--- src/rtl/uart_rx_oversampler_if.sv ---
// Receive holding-register interface: byte, status flags and consumer pop strobe.
interface uart_rx_oversampler_if;
    logic [7:0] rx_byte;
    logic       rx_valid;
    logic       parity_err;
    logic       framing_err;
    logic       overflow;
    logic       read_rx_byte;

    // Receiver side: presents the byte and flags, accepts the pop strobe.
    modport master (
        output rx_byte,
        output rx_valid,
        output parity_err,
        output framing_err,
        output overflow,
        input  read_rx_byte
    );

    // Consumer side: reads the byte and flags, drives the pop strobe.
    modport slave (
        input  rx_byte,
        input  rx_valid,
        input  parity_err,
        input  framing_err,
        input  overflow,
        output read_rx_byte
    );
endinterface

--- src/rtl/uart_rx_oversampler.sv ---
// UART receive front end: 16x oversampling, deframing, one-entry holding register.
module uart_rx_oversampler #(
    parameter int unsigned SAMPLE_MAJORITY = 1
) (
    input  logic                          clk,
    input  logic                          reset_n,
    input  logic                          baud_clock,
    input  logic                          rx,
    input  logic                          bit8,
    input  logic                          parity_en,
    input  logic                          odd_n_even,
    output logic                          rx_busy,
    uart_rx_oversampler_if.master         rxif
);

    typedef enum logic [2:0] {
        S_IDLE,
        S_START,
        S_DATA,
        S_PARITY,
        S_STOP,
        S_BREAK_WAIT
    } state_t;

    state_t      state_q, state_d;
    logic        rx_meta_q, rx_s_q;
    logic [2:0]  samp_q, samp_d;
    logic [3:0]  samp_cnt_q, samp_cnt_d;
    logic [2:0]  bit_cnt_q, bit_cnt_d;
    logic [7:0]  shreg_q, shreg_d;
    logic        par_q, par_d;
    logic        bit8_q, bit8_d;
    logic        pen_q, pen_d;
    logic        odd_q, odd_d;
    logic [7:0]  rx_byte_q, rx_byte_d;
    logic        rx_valid_q, rx_valid_d;
    logic        perr_q, perr_d;
    logic        ferr_q, ferr_d;
    logic        ovf_q, ovf_d;

    logic [3:0]  cnt_inc;
    logic        decide;
    logic        maj;
    logic        bit_val;
    logic        load_evt;
    logic [2:0]  last_bit;

    // Decision value and decision-point strobe derived from the registered samples.
    always_comb begin
        maj      = (samp_q[0] & samp_q[1]) | (samp_q[0] & samp_q[2]) | (samp_q[1] & samp_q[2]);
        bit_val  = (SAMPLE_MAJORITY != 0) ? maj : samp_q[0];
        cnt_inc  = samp_cnt_q + 4'd1;
        decide   = baud_clock && (cnt_inc == 4'd8);
        last_bit = bit8_q ? 3'd7 : 3'd6;
        samp_d   = baud_clock ? {samp_q[1:0], rx_s_q} : samp_q;
    end

    // Frame state machine: next state, counters, shift register, parity accumulation.
    always_comb begin
        state_d    = state_q;
        samp_cnt_d = samp_cnt_q;
        bit_cnt_d  = bit_cnt_q;
        shreg_d    = shreg_q;
        par_d      = par_q;
        bit8_d     = bit8_q;
        pen_d      = pen_q;
        odd_d      = odd_q;
        load_evt   = 1'b0;
        unique case (state_q)
            S_IDLE: begin
                if (baud_clock && !rx_s_q) begin
                    samp_cnt_d = '0;
                    state_d    = S_START;
                end
            end
            S_START: begin
                if (baud_clock) samp_cnt_d = cnt_inc;
                if (decide) begin
                    if (bit_val) begin
                        state_d = S_IDLE;
                    end else begin
                        bit_cnt_d = '0;
                        par_d     = 1'b0;
                        bit8_d    = bit8;
                        pen_d     = parity_en;
                        odd_d     = odd_n_even;
                        state_d   = S_DATA;
                    end
                end
            end
            S_DATA: begin
                if (baud_clock) samp_cnt_d = cnt_inc;
                if (decide) begin
                    shreg_d   = {bit_val, shreg_q[7:1]};
                    par_d     = par_q ^ bit_val;
                    bit_cnt_d = bit_cnt_q + 3'd1;
                    if (bit_cnt_q == last_bit) state_d = pen_q ? S_PARITY : S_STOP;
                end
            end
            S_PARITY: begin
                if (baud_clock) samp_cnt_d = cnt_inc;
                if (decide) begin
                    // par_q becomes the mismatch flag: the total ones-count parity must equal odd_n_even.
                    par_d   = par_q ^ bit_val ^ odd_q;
                    state_d = S_STOP;
                end
            end
            S_STOP: begin
                if (baud_clock) samp_cnt_d = cnt_inc;
                if (decide) begin
                    load_evt = 1'b1;
                    state_d  = bit_val ? S_IDLE : S_BREAK_WAIT;
                end
            end
            S_BREAK_WAIT: begin
                if (baud_clock && rx_s_q) state_d = S_IDLE;
            end
            default: state_d = S_IDLE;
        endcase
    end

    // Holding register: load at the stop decision, drop on overflow, clear on pop.
    always_comb begin
        rx_byte_d  = rx_byte_q;
        rx_valid_d = rx_valid_q;
        perr_d     = perr_q;
        ferr_d     = ferr_q;
        ovf_d      = ovf_q;
        if (load_evt) begin
            if (!rx_valid_q || rxif.read_rx_byte) begin
                rx_byte_d  = bit8_q ? shreg_q : {1'b0, shreg_q[7:1]};
                perr_d     = pen_q & par_q;
                ferr_d     = ~bit_val;
                rx_valid_d = 1'b1;
            end else begin
                ovf_d = 1'b1;
            end
        end else if (rxif.read_rx_byte && rx_valid_q) begin
            rx_valid_d = 1'b0;
            perr_d     = 1'b0;
            ferr_d     = 1'b0;
            ovf_d      = 1'b0;
        end
    end

    // All registers, synchronous active-low reset.
    always_ff @(posedge clk) begin
        if (!reset_n) begin
            rx_meta_q  <= 1'b1;
            rx_s_q     <= 1'b1;
            samp_q     <= 3'b111;
            state_q    <= S_IDLE;
            samp_cnt_q <= '0;
            bit_cnt_q  <= '0;
            shreg_q    <= '0;
            par_q      <= 1'b0;
            bit8_q     <= 1'b0;
            pen_q      <= 1'b0;
            odd_q      <= 1'b0;
            rx_byte_q  <= '0;
            rx_valid_q <= 1'b0;
            perr_q     <= 1'b0;
            ferr_q     <= 1'b0;
            ovf_q      <= 1'b0;
        end else begin
            rx_meta_q  <= rx;
            rx_s_q     <= rx_meta_q;
            samp_q     <= samp_d;
            state_q    <= state_d;
            samp_cnt_q <= samp_cnt_d;
            bit_cnt_q  <= bit_cnt_d;
            shreg_q    <= shreg_d;
            par_q      <= par_d;
            bit8_q     <= bit8_d;
            pen_q      <= pen_d;
            odd_q      <= odd_d;
            rx_byte_q  <= rx_byte_d;
            rx_valid_q <= rx_valid_d;
            perr_q     <= perr_d;
            ferr_q     <= ferr_d;
            ovf_q      <= ovf_d;
        end
    end

    assign rx_busy          = (state_q != S_IDLE);
    assign rxif.rx_byte     = rx_byte_q;
    assign rxif.rx_valid    = rx_valid_q;
    assign rxif.parity_err  = perr_q;
    assign rxif.framing_err = ferr_q;
    assign rxif.overflow    = ovf_q;

endmodule

--- src/flat_wrapper.sv ---
// flat-port wrapper written by rule: the top's interface ports become plain ports
module uart_rx_oversampler_flat 
#(
    parameter int unsigned SAMPLE_MAJORITY = 1
)
  (clk, reset_n, baud_clock, rx, bit8, parity_en, odd_n_even, rx_busy, rxif_rx_byte, rxif_rx_valid, rxif_parity_err, rxif_framing_err, rxif_overflow, rxif_read_rx_byte);
  uart_rx_oversampler_if rxif_i ();
  input  logic clk;
  input  logic reset_n;
  input  logic baud_clock;
  input  logic rx;
  input  logic bit8;
  input  logic parity_en;
  input  logic odd_n_even;
  output logic rx_busy;
  output wire logic [$bits(rxif_i.rx_byte)-1:0] rxif_rx_byte;
  output wire logic [$bits(rxif_i.rx_valid)-1:0] rxif_rx_valid;
  output wire logic [$bits(rxif_i.parity_err)-1:0] rxif_parity_err;
  output wire logic [$bits(rxif_i.framing_err)-1:0] rxif_framing_err;
  output wire logic [$bits(rxif_i.overflow)-1:0] rxif_overflow;
  input wire logic [$bits(rxif_i.read_rx_byte)-1:0] rxif_read_rx_byte;
  assign rxif_rx_byte = rxif_i.rx_byte;
  assign rxif_rx_valid = rxif_i.rx_valid;
  assign rxif_parity_err = rxif_i.parity_err;
  assign rxif_framing_err = rxif_i.framing_err;
  assign rxif_overflow = rxif_i.overflow;
  assign rxif_i.read_rx_byte = rxif_read_rx_byte;
  uart_rx_oversampler #(.SAMPLE_MAJORITY(SAMPLE_MAJORITY)) u_core (.clk(clk), .reset_n(reset_n), .baud_clock(baud_clock), .rx(rx), .bit8(bit8), .parity_en(parity_en), .odd_n_even(odd_n_even), .rx_busy(rx_busy), .rxif(rxif_i));
endmodule
--- config.mk ---
export PLATFORM = sky130hd
export DESIGN_NAME = uart_rx_oversampler_flat
export DESIGN_NICKNAME = d
export VERILOG_FILES = /design/src/rtl/uart_rx_oversampler_if.sv /design/src/rtl/uart_rx_oversampler.sv /design/src/flat_wrapper.sv
export SDC_FILE = /design/constraint.sdc
export NUM_CORES = 1
export LEC_CHECK = 0
export ABC_AREA = 1
export BUFFER_PORTS_ARGS = -buffer_cell sky130_fd_sc_hd__buf_2
export CORE_UTILIZATION = 39
export DETAILED_ROUTE_END_ITERATION = 8
export MAX_ROUTING_LAYER = met4
export PLACE_DENSITY = 0.67
export SYNTH_ARGS = -nofsm -noshare
export SYNTH_HDL_FRONTEND = slang
export SYNTH_SLANG_ARGS = --single-unit
--- constraint.sdc ---
create_clock -name clk -period 2.1 [get_ports clk]
set_input_delay 0.42 -clock clk [delete_from_list [all_inputs] [get_ports clk]]
set_output_delay 0.42 -clock clk [all_outputs]
set_load 0.005 [all_outputs]
Yosys cells after proc, flatten, opt, wreduce, memory -nomap -nowiden
Cells that the tools add are included.
{"block": "classes", "addsub": 2, "n_eq_ne": 18, "mux": 36, "bitwise_logic": 9, "reduce_logical": 23}
{"op": "$mux 3", "count": 12}
{"op": "$pmux 3 s6", "count": 1}
{"op": "$mux 1", "count": 16}
{"op": "$ne 2x1->1 const B", "count": 8}
{"op": "$mux 4", "count": 2}
{"op": "$mux 8", "count": 1}
{"op": "$pmux 4 s2", "count": 1}
{"op": "$reduce_and 2->1", "count": 4}
{"op": "$reduce_and 7->1", "count": 1}
{"op": "$eq 3x2->1 const B", "count": 2}
{"op": "$eq 3x3->1 const B", "count": 2}
{"op": "$ne 2x2->1 const B", "count": 3}
{"op": "$pmux 3 s2", "count": 1}
{"op": "$reduce_and 3->1", "count": 2}
{"op": "$reduce_bool 2->1", "count": 3}
{"op": "$reduce_bool 3->1", "count": 2}
{"op": "$reduce_and 5->1", "count": 1}
{"op": "$add 4x1->4 const B", "count": 1}
{"op": "$and 1x1->1", "count": 4}
{"op": "$eq 4x4->1 const B", "count": 1}
{"op": "$logic_and 1x1->1", "count": 4}
{"op": "$reduce_and 4->1", "count": 1}
{"op": "$reduce_or 4->1", "count": 1}
{"op": "$add 3x1->3 const B", "count": 1}
{"op": "10 further kinds", "count": 13}
{"block": "totals", "reg_bits": 39, "input_bits": 8, "output_inout_bits": 13, "word_cells": 104}

Longest topological paths before layout
Gate-level depths: netlist of the first run.
{"block": "logic_depth", "ltp_word": 7, "depth_mapped": 11, "ltp_nobuf": 11}

Worst setup path after synthesis of the first run
Ideal clock, no wire load.
{"block": "synth_path", "path_type": "reg2reg", "start": "register u_core.samp_cnt_q[0]", "end": "register u_core.shreg_q[5]", "setup_time_ns": 0.115, "arrival_ns": 1.400, "t_required_ns": 1.985, "path_slack_ns": 0.585, "stages_incl_launch_ff": 10, "n_path_buf": 1, "synth_period_minus_slack_ns": 1.515, "path_cell_list": "dfxtp_1 ha_1 inv_1 nand2_2 nand3b_4 nor2_4 nand2_2 buf_6 o21ai_2 a21oi_2"}
{"block": "synth_via", "elab_chain_cells": 4}
{"element": "start, declared", "line": "uart_rx_oversampler.sv:28", "rtl": "logic [3:0] samp_cnt_q, samp_cnt_d;"}
{"element": "start signal, assigned", "line": "uart_rx_oversampler.sv:170", "rtl": "samp_cnt_q <= samp_cnt_d;"}
{"element": "$add 4x1->4", "line": "uart_rx_oversampler.sv:52", "rtl": "cnt_inc = samp_cnt_q + 4'd1;"}
{"element": "$eq 4x4->1", "line": "uart_rx_oversampler.sv:53", "rtl": "decide = baud_clock && (cnt_inc == 4'd8);"}
{"element": "$logic_and 1x1->1", "line": "uart_rx_oversampler.sv:53"}
{"element": "$reduce_and 2->1 (no source line)"}
{"element": "end signal, assigned", "line": "uart_rx_oversampler.sv:172", "rtl": "shreg_q <= shreg_d;"}
{"element": "end, declared", "line": "uart_rx_oversampler.sv:30", "rtl": "logic [7:0] shreg_q, shreg_d;"}
No other way between the ends.
A chain may end at the register's enable or synchronous reset.

Worst setup path in the final report of the first run
{"block": "layout_path", "start": "register u_core.samp_cnt_q[0]", "end": "register u_core.shreg_q[7]"}
The elaborated chain is that of the path after synthesis.

==> run metrics, run 1 <==
Pwr Total 0.00210 W; hold path cells 2; dpl cell area 2230 µm²; initial core utilization 0.406; share of layout cells above drive strength 1 0.249; peak supply drop between 0.0006 and 0.0007 V; via count 1801; H-tree Lvls 2; async set-reset flop share out of synthesis 0; cell taking the most area after synthesis dfxtp_1; Post-Layout Inst Area 2370 µm²; distinct cell type count after synthesis 30; die height 74.9 µm; Power Density 887 nW/µm²; GRT Total Usage 0.173; Tmin final between 1.5 and 2 ns; Final nets 315; Leak Pwr 1.02 nW; met2 WL post-DR 1.87 mm; first-pass GRT wire length 7.13 mm; fin. max-slew vios 0; initial antenna violation count 0; post_cts resized 0; worst-margin pin slew 0.486 ns; sequential share of the synthesized area 0.377; Post-DRT Antenna Nets 0; worst-path maximum fanout 13; drt first pass iters 5; Hold Buf Count CTS 0; syn nets 293; Max Fclk 579 MHz; unrepaired setup endpoints after global routing no; Met1 Wirelength 2.10 mm; dpl hpwl 3.05 mm; Synth Flop Type dfxtp_1; Slew headroom 0.675; Synth Warn # 0; synth top area cells dfxtp_1, nand2_1, o21ai_0; die area 5610 µm²; Rows 26; maximum number of pins on one net before global-route repair 22; critical path class reg -> reg; Critical Path RT 2.27 ns; met3 routed WL 142 µm; Hold Crit Class in -> reg; skew final 0.00804 ns; area share of the largest cell type after synthesis 0.377; synthesized area 2070 µm²; die width 74.9 µm; clock latency on the worst-skew pair just under 0.3 ns; Max-Cap Viols 0; final setup fails 0; most frequent cells after synthesis nand2_1, dfxtp_1, nor2_1; Via density 4.80; number of buffers created by CTS 5; Critical Path AT 1.90 ns; Final Hold Violating Endpoints 0; status finished clean; Starting DRT DRC Count 168; CTS Sinks 39; Avg Cell Area, Syn about 7.3 µm²; global route overflow 0; core footprint a little over 5000 µm²; number of global-route vias before repair 1554; Setup TNS 0 ns; root buffer cell clkbuf_8; TritonCTS clock tree done; DR top layer met4; postcts setup bufs 0; Inserted Diodes 0; drc violations 0; EDFF count, synth 0; WL final 4.16 mm; Post-Synthesis Cells 282; FF-to-FF path depth 8; most frequent cell after synthesis nand2_1; post-layout util 0.463; total I/O pin count 21; Synth-to-Final Area Change 14.3%; post-DR wirelength/cell 11.1 µm; input/output buffers 20; Clock Path Buffers 2; Yosys reg bits 39; crit path launch type flop; Clk pin slew, worst setup/hold paths 0.08 ns; fin crit share 0.823; GP Congestion 0.823; crit end category flop
-- where the power goes --
part | internal [W] | switching [W] | leakage [nW]
Clock | 0.000474 | 0.000275 | 0.0644
Sequential | 0.000772 | 0.0000603 | 0.316
Combinational | 0.000169 | 0.000350 | 0.641
Total | 0.00142 | 0.000685 | 1.02
-- critical path: stages (launching register included) --
cell and delay (ns):
dfxtp_1 0.44, ha_1 0.25, inv_1 0.07, nand2_2 0.12, nand3b_4 0.09, nor2_4 0.17, nand2_2 0.20, o21ai_0 0.21
a21oi_1 0.06
-- metrics by stage --
stage | hold WS [ns] | instances | worst slack, ns
floorplan | 0.393 | 282 | 0.585
CTS | 0.305 | 375 | 0.376
detailed placement | 0.409 | 367 | 0.395
global placement | 0.395 | 367 | 0.471
finish | 0.308 | 375 | 0.372
global route | 0.294 | 375 | 0.264
-- worst paths after layout --
kind / slack, ns / startpoint / endpoint
hold reg to reg: 0.43 / u_core.rx_meta_q / u_core.rx_s_q
hold / removal: 0.31 / rx / u_core.rx_meta_q
setup reg to reg: 0.37 / u_core.samp_cnt_q[0] / u_core.shreg_q[7]
setup / recovery: 0.37 / u_core.samp_cnt_q[0] / u_core.shreg_q[7]
-- cell type report --
| class | count | area, µm² |
|---|---|---|
| inverters | 33 | 124 |
| clock inverters | 3 | 67.6 |
| flip-flops and latches | 39 | 781 |
| multi-input cells | 203 | 1120 |
| well taps | 70 | 87.6 |
| fillers | 525 | 2740 |
| repair buffers | 22 | 115 |
| clock buffers | 5 | 68.8 |
-- flip-flops by register name, indices dropped and copies added, names as in the netlist, 3 cells and up --
signal	flops
u_core.rxif.rx_byte	8
u_core.samp_cnt_q	4
u_core.state_q	3
u_core.samp_q	3
u_core.bit_cnt_q	3
u_core.shreg_q	8
-- routing by layer --
| layer | GRT usage | up-vias |
|---|---|---|
| met1 | 0.231 | 800 |
| met2 | 0.263 | 39 |
| met3 | 0.0415 | 5 |
| met5 | - | - |
| li1 | - | 957 |
| met4 | 0.0461 | 0 |
-- cells in the final DEF, fill, tap and decap left out, types with 4 or more instances in the layout --
cell type  instances
dfxtp_1           39
a21oi_2            4
buf_2             20
nand2_2            8
inv_2              9
o21ai_0           25
nand3_1           17
a21oi_1           21
nand2_1           56
nand4_1            4
nor2_1            32
inv_1             23
clkbuf_8           5
nand2_4            6
-- cell families after synthesis --
| family | after synthesis | share of synthesized area |
|---|---|---|
| AO/OA/AOI/OAI | 57 | 0.153 |
| buffers and inverters | 40 | 0.0809 |
| flip-flops | 39 | 0.377 |
| adder cells (fa/ha/maj) | 3 | 0.0181 |
| AND/OR/NAND/NOR | 142 | 0.367 |
| XOR/XNOR | 1 | 0.00423 |
(Power assumes the default switching activity.)
==> run 2: changes to the inputs <==
==> constraint.sdc (replaced) <==
create_clock -name clk -period 1.6 [get_ports clk]
set_input_delay 0.32 -clock clk [delete_from_list [all_inputs] [get_ports clk]]
set_output_delay 0.32 -clock clk [all_outputs]
set_load 0.005 [all_outputs]
==> run metrics, run 2 (synthesis results as in run 1) <==
die area 5610 µm² (unchanged); commonest non-fill, non-tap cell in the layout nand2_1; input/output buffers 20 (unchanged); Synth-to-Final Area Change 17.0%; critical path class reg -> reg; die width 74.9 µm (unchanged); Max-Cap Viols 0 (unchanged); crit path launch type flop; Tmin final 1.51 ns (-0.219 ns); crit end category flop; initial antenna violation count 0 (unchanged); Starting DRT DRC Count 91 (-46%); Clock Path Buffers 2 (unchanged); most frequent cells in the layout nand2_1, dfxtp_1, nor2_1; Leak Pwr 1.04 nW (+2.0%); GR peak layer met2; global route overflow 0 (unchanged); Max Fclk 662 MHz (+14%); CTS Sinks 39 (unchanged); TritonCTS clock tree done; clock latency on the worst-skew pair 0.30 ns (about the same); reg2reg setup slack 0.09 ns (-0.28 ns); Power Density 1090 nW/µm² (+23%); Hold Buf Count CTS 0 (unchanged); Rows 26 (unchanged); final setup fails 0 (unchanged); number of global-route vias before repair 1536 (-1.2%); worst-margin pin slew 0.353 ns (-0.133 ns); post-place setup slack -0.0676 ns (-0.463 ns); dpl cell area 2270 µm² (+1.9%); root buffer cell clkbuf_8; Post-DRT Antenna Nets 0 (unchanged); Final Hold Violating Endpoints 0 (unchanged); routing usage on met1 0.216 (-0.0151); Critical Path AT 1.70 ns (-0.20 ns); fin crit share 0.943 (+0.121); first-pass GRT wire length 6.78 mm (-4.8%); post-route setup slack 0.0904 ns (-0.281 ns); worst-path maximum fanout 10 (-3); Hold Crit Class in -> reg; H-tree Lvls 2 (unchanged); GRT met2 Usage 0.246 (-0.0170); total I/O pin count 21 (unchanged); Slew headroom 0.762 (+0.0873); Via density 4.70 (-2.2%); WL final 4.07 mm (-2.2%); number of buffers created by CTS 5 (unchanged); via count 1780 (-1.2%); initial core utilization 0.406 (unchanged); status finished clean; Final nets 319 (+1.3%); Post-Layout Inst Area 2420 µm² (+2.4%); peak supply drop 0.000564 V (-13%); Inserted Diodes 0 (unchanged); fin. max-slew vios 0 (unchanged); GP Congestion 0.812 (-1.3%); Fillers 511 (-2.7%); post-DR wirelength/cell 10.7 µm (-3.3%); M3 GR Usage 0.0361 (-0.00535); Setup TNS 0 ns (unchanged); drt first pass iters 4 (-1); register area 785 µm² (+0.48%); share of layout cells above drive strength 1 0.265 (+0.0162); skew final 0.0104 ns (+0.00237 ns); dpl hpwl 3.02 mm (-0.96%); Clk pin slew, worst setup/hold paths 0.08 ns (about the same); Multi-input gate area 1140 µm² (+1.9%); drc violations 0 (unchanged); GRT Total Usage 0.166 (-0.00727); maximum number of pins on one net before global-route repair 19 (-14%); die height 74.9 µm (unchanged); core footprint 5110 µm² (unchanged); Critical Path RT 1.79 ns (-0.48 ns)
## run 2: changes by cell type in the layout (fill, tap and decap cells not counted), sizes merged
| cell | before | now |
|---|---|---|
| clkinv | 1 | 2 |
| clkinvlp | 1 | 0 |
| bufinv | 2 | 1 |
| clkbuf | 5 | 6 |
| buf | 22 | 26 |
## run 2: per-stage QoR
stage | cells | hold slack [ns] | total power, W | util
after floorplan | 282 | 0.393 | 0.00165 | -
after global placement | 371 | 0.396 | 0.00178 | 0.445
after detailed placement | 371 | 0.404 | 0.00179 | 0.445
after CTS | 379 | 0.189 | 0.00268 | 0.470
after global routing | 379 | 0.183 | 0.00284 | 0.475
final | 379 | 0.202 | 0.00265 | 0.475
## run 2: per-layer routing
layer  wire, µm  up-vias
met4         89        0
met3        171        7
met2       1740       38
li1           -      970
met1       2060      765
met5          0        -
## run 2: layout make-up
| type | count | share of cell area |
|---|---|---|
| multi-input cells | 203 | 0.472 |
| inverters | 33 | 0.0531 |
| clock buffers | 6 | 0.0341 |
| clock inverters | 2 | 0.0160 |
| repair buffers | 26 | 0.0650 |
| flip-flops and latches | 39 | 0.324 |
| well taps | 70 | 0.0361 |
## run 2: worst max-delay path, stage by stage (launching register included)
cell	delay (ns)
dfxtp_1	0.38
ha_2	0.22
inv_1	0.08
nand2_4	0.10
nand2_4	0.07
nor2_8	0.13
nand4_4	0.17
o21ai_0	0.22
nor2_1	0.05
## run 2: where the power goes
part / internal, W / switching [W] / leakage [nW]
Combinational: 0.000226 / 0.000453 / 0.663
Clock: 0.000513 / 0.000359 / 0.0618
Sequential: 0.00101 / 0.0000816 / 0.317
Total: 0.00175 / 0.000893 / 1.04
## run 2: timing repair
action | in CTS | in global routing
resized for setup | 2 | 8
endpoints found under the setup margin | 21 | 24
setup buffers | 0 | 0
pin swaps | 0 | 1
## run 2: worst paths after layout
| check | startpoint | endpoint | cells past startpoint |
|---|---|---|---|
| max | u_core.samp_cnt_q[1] | u_core.rxif.rx_byte[1] | 8 |
| min | rx | u_core.rx_meta_q | 2 |
| max reg2reg | u_core.samp_cnt_q[1] | u_core.rxif.rx_byte[1] | 8 |
| min reg2reg | u_core.rx_meta_q | u_core.rx_s_q | 1 |
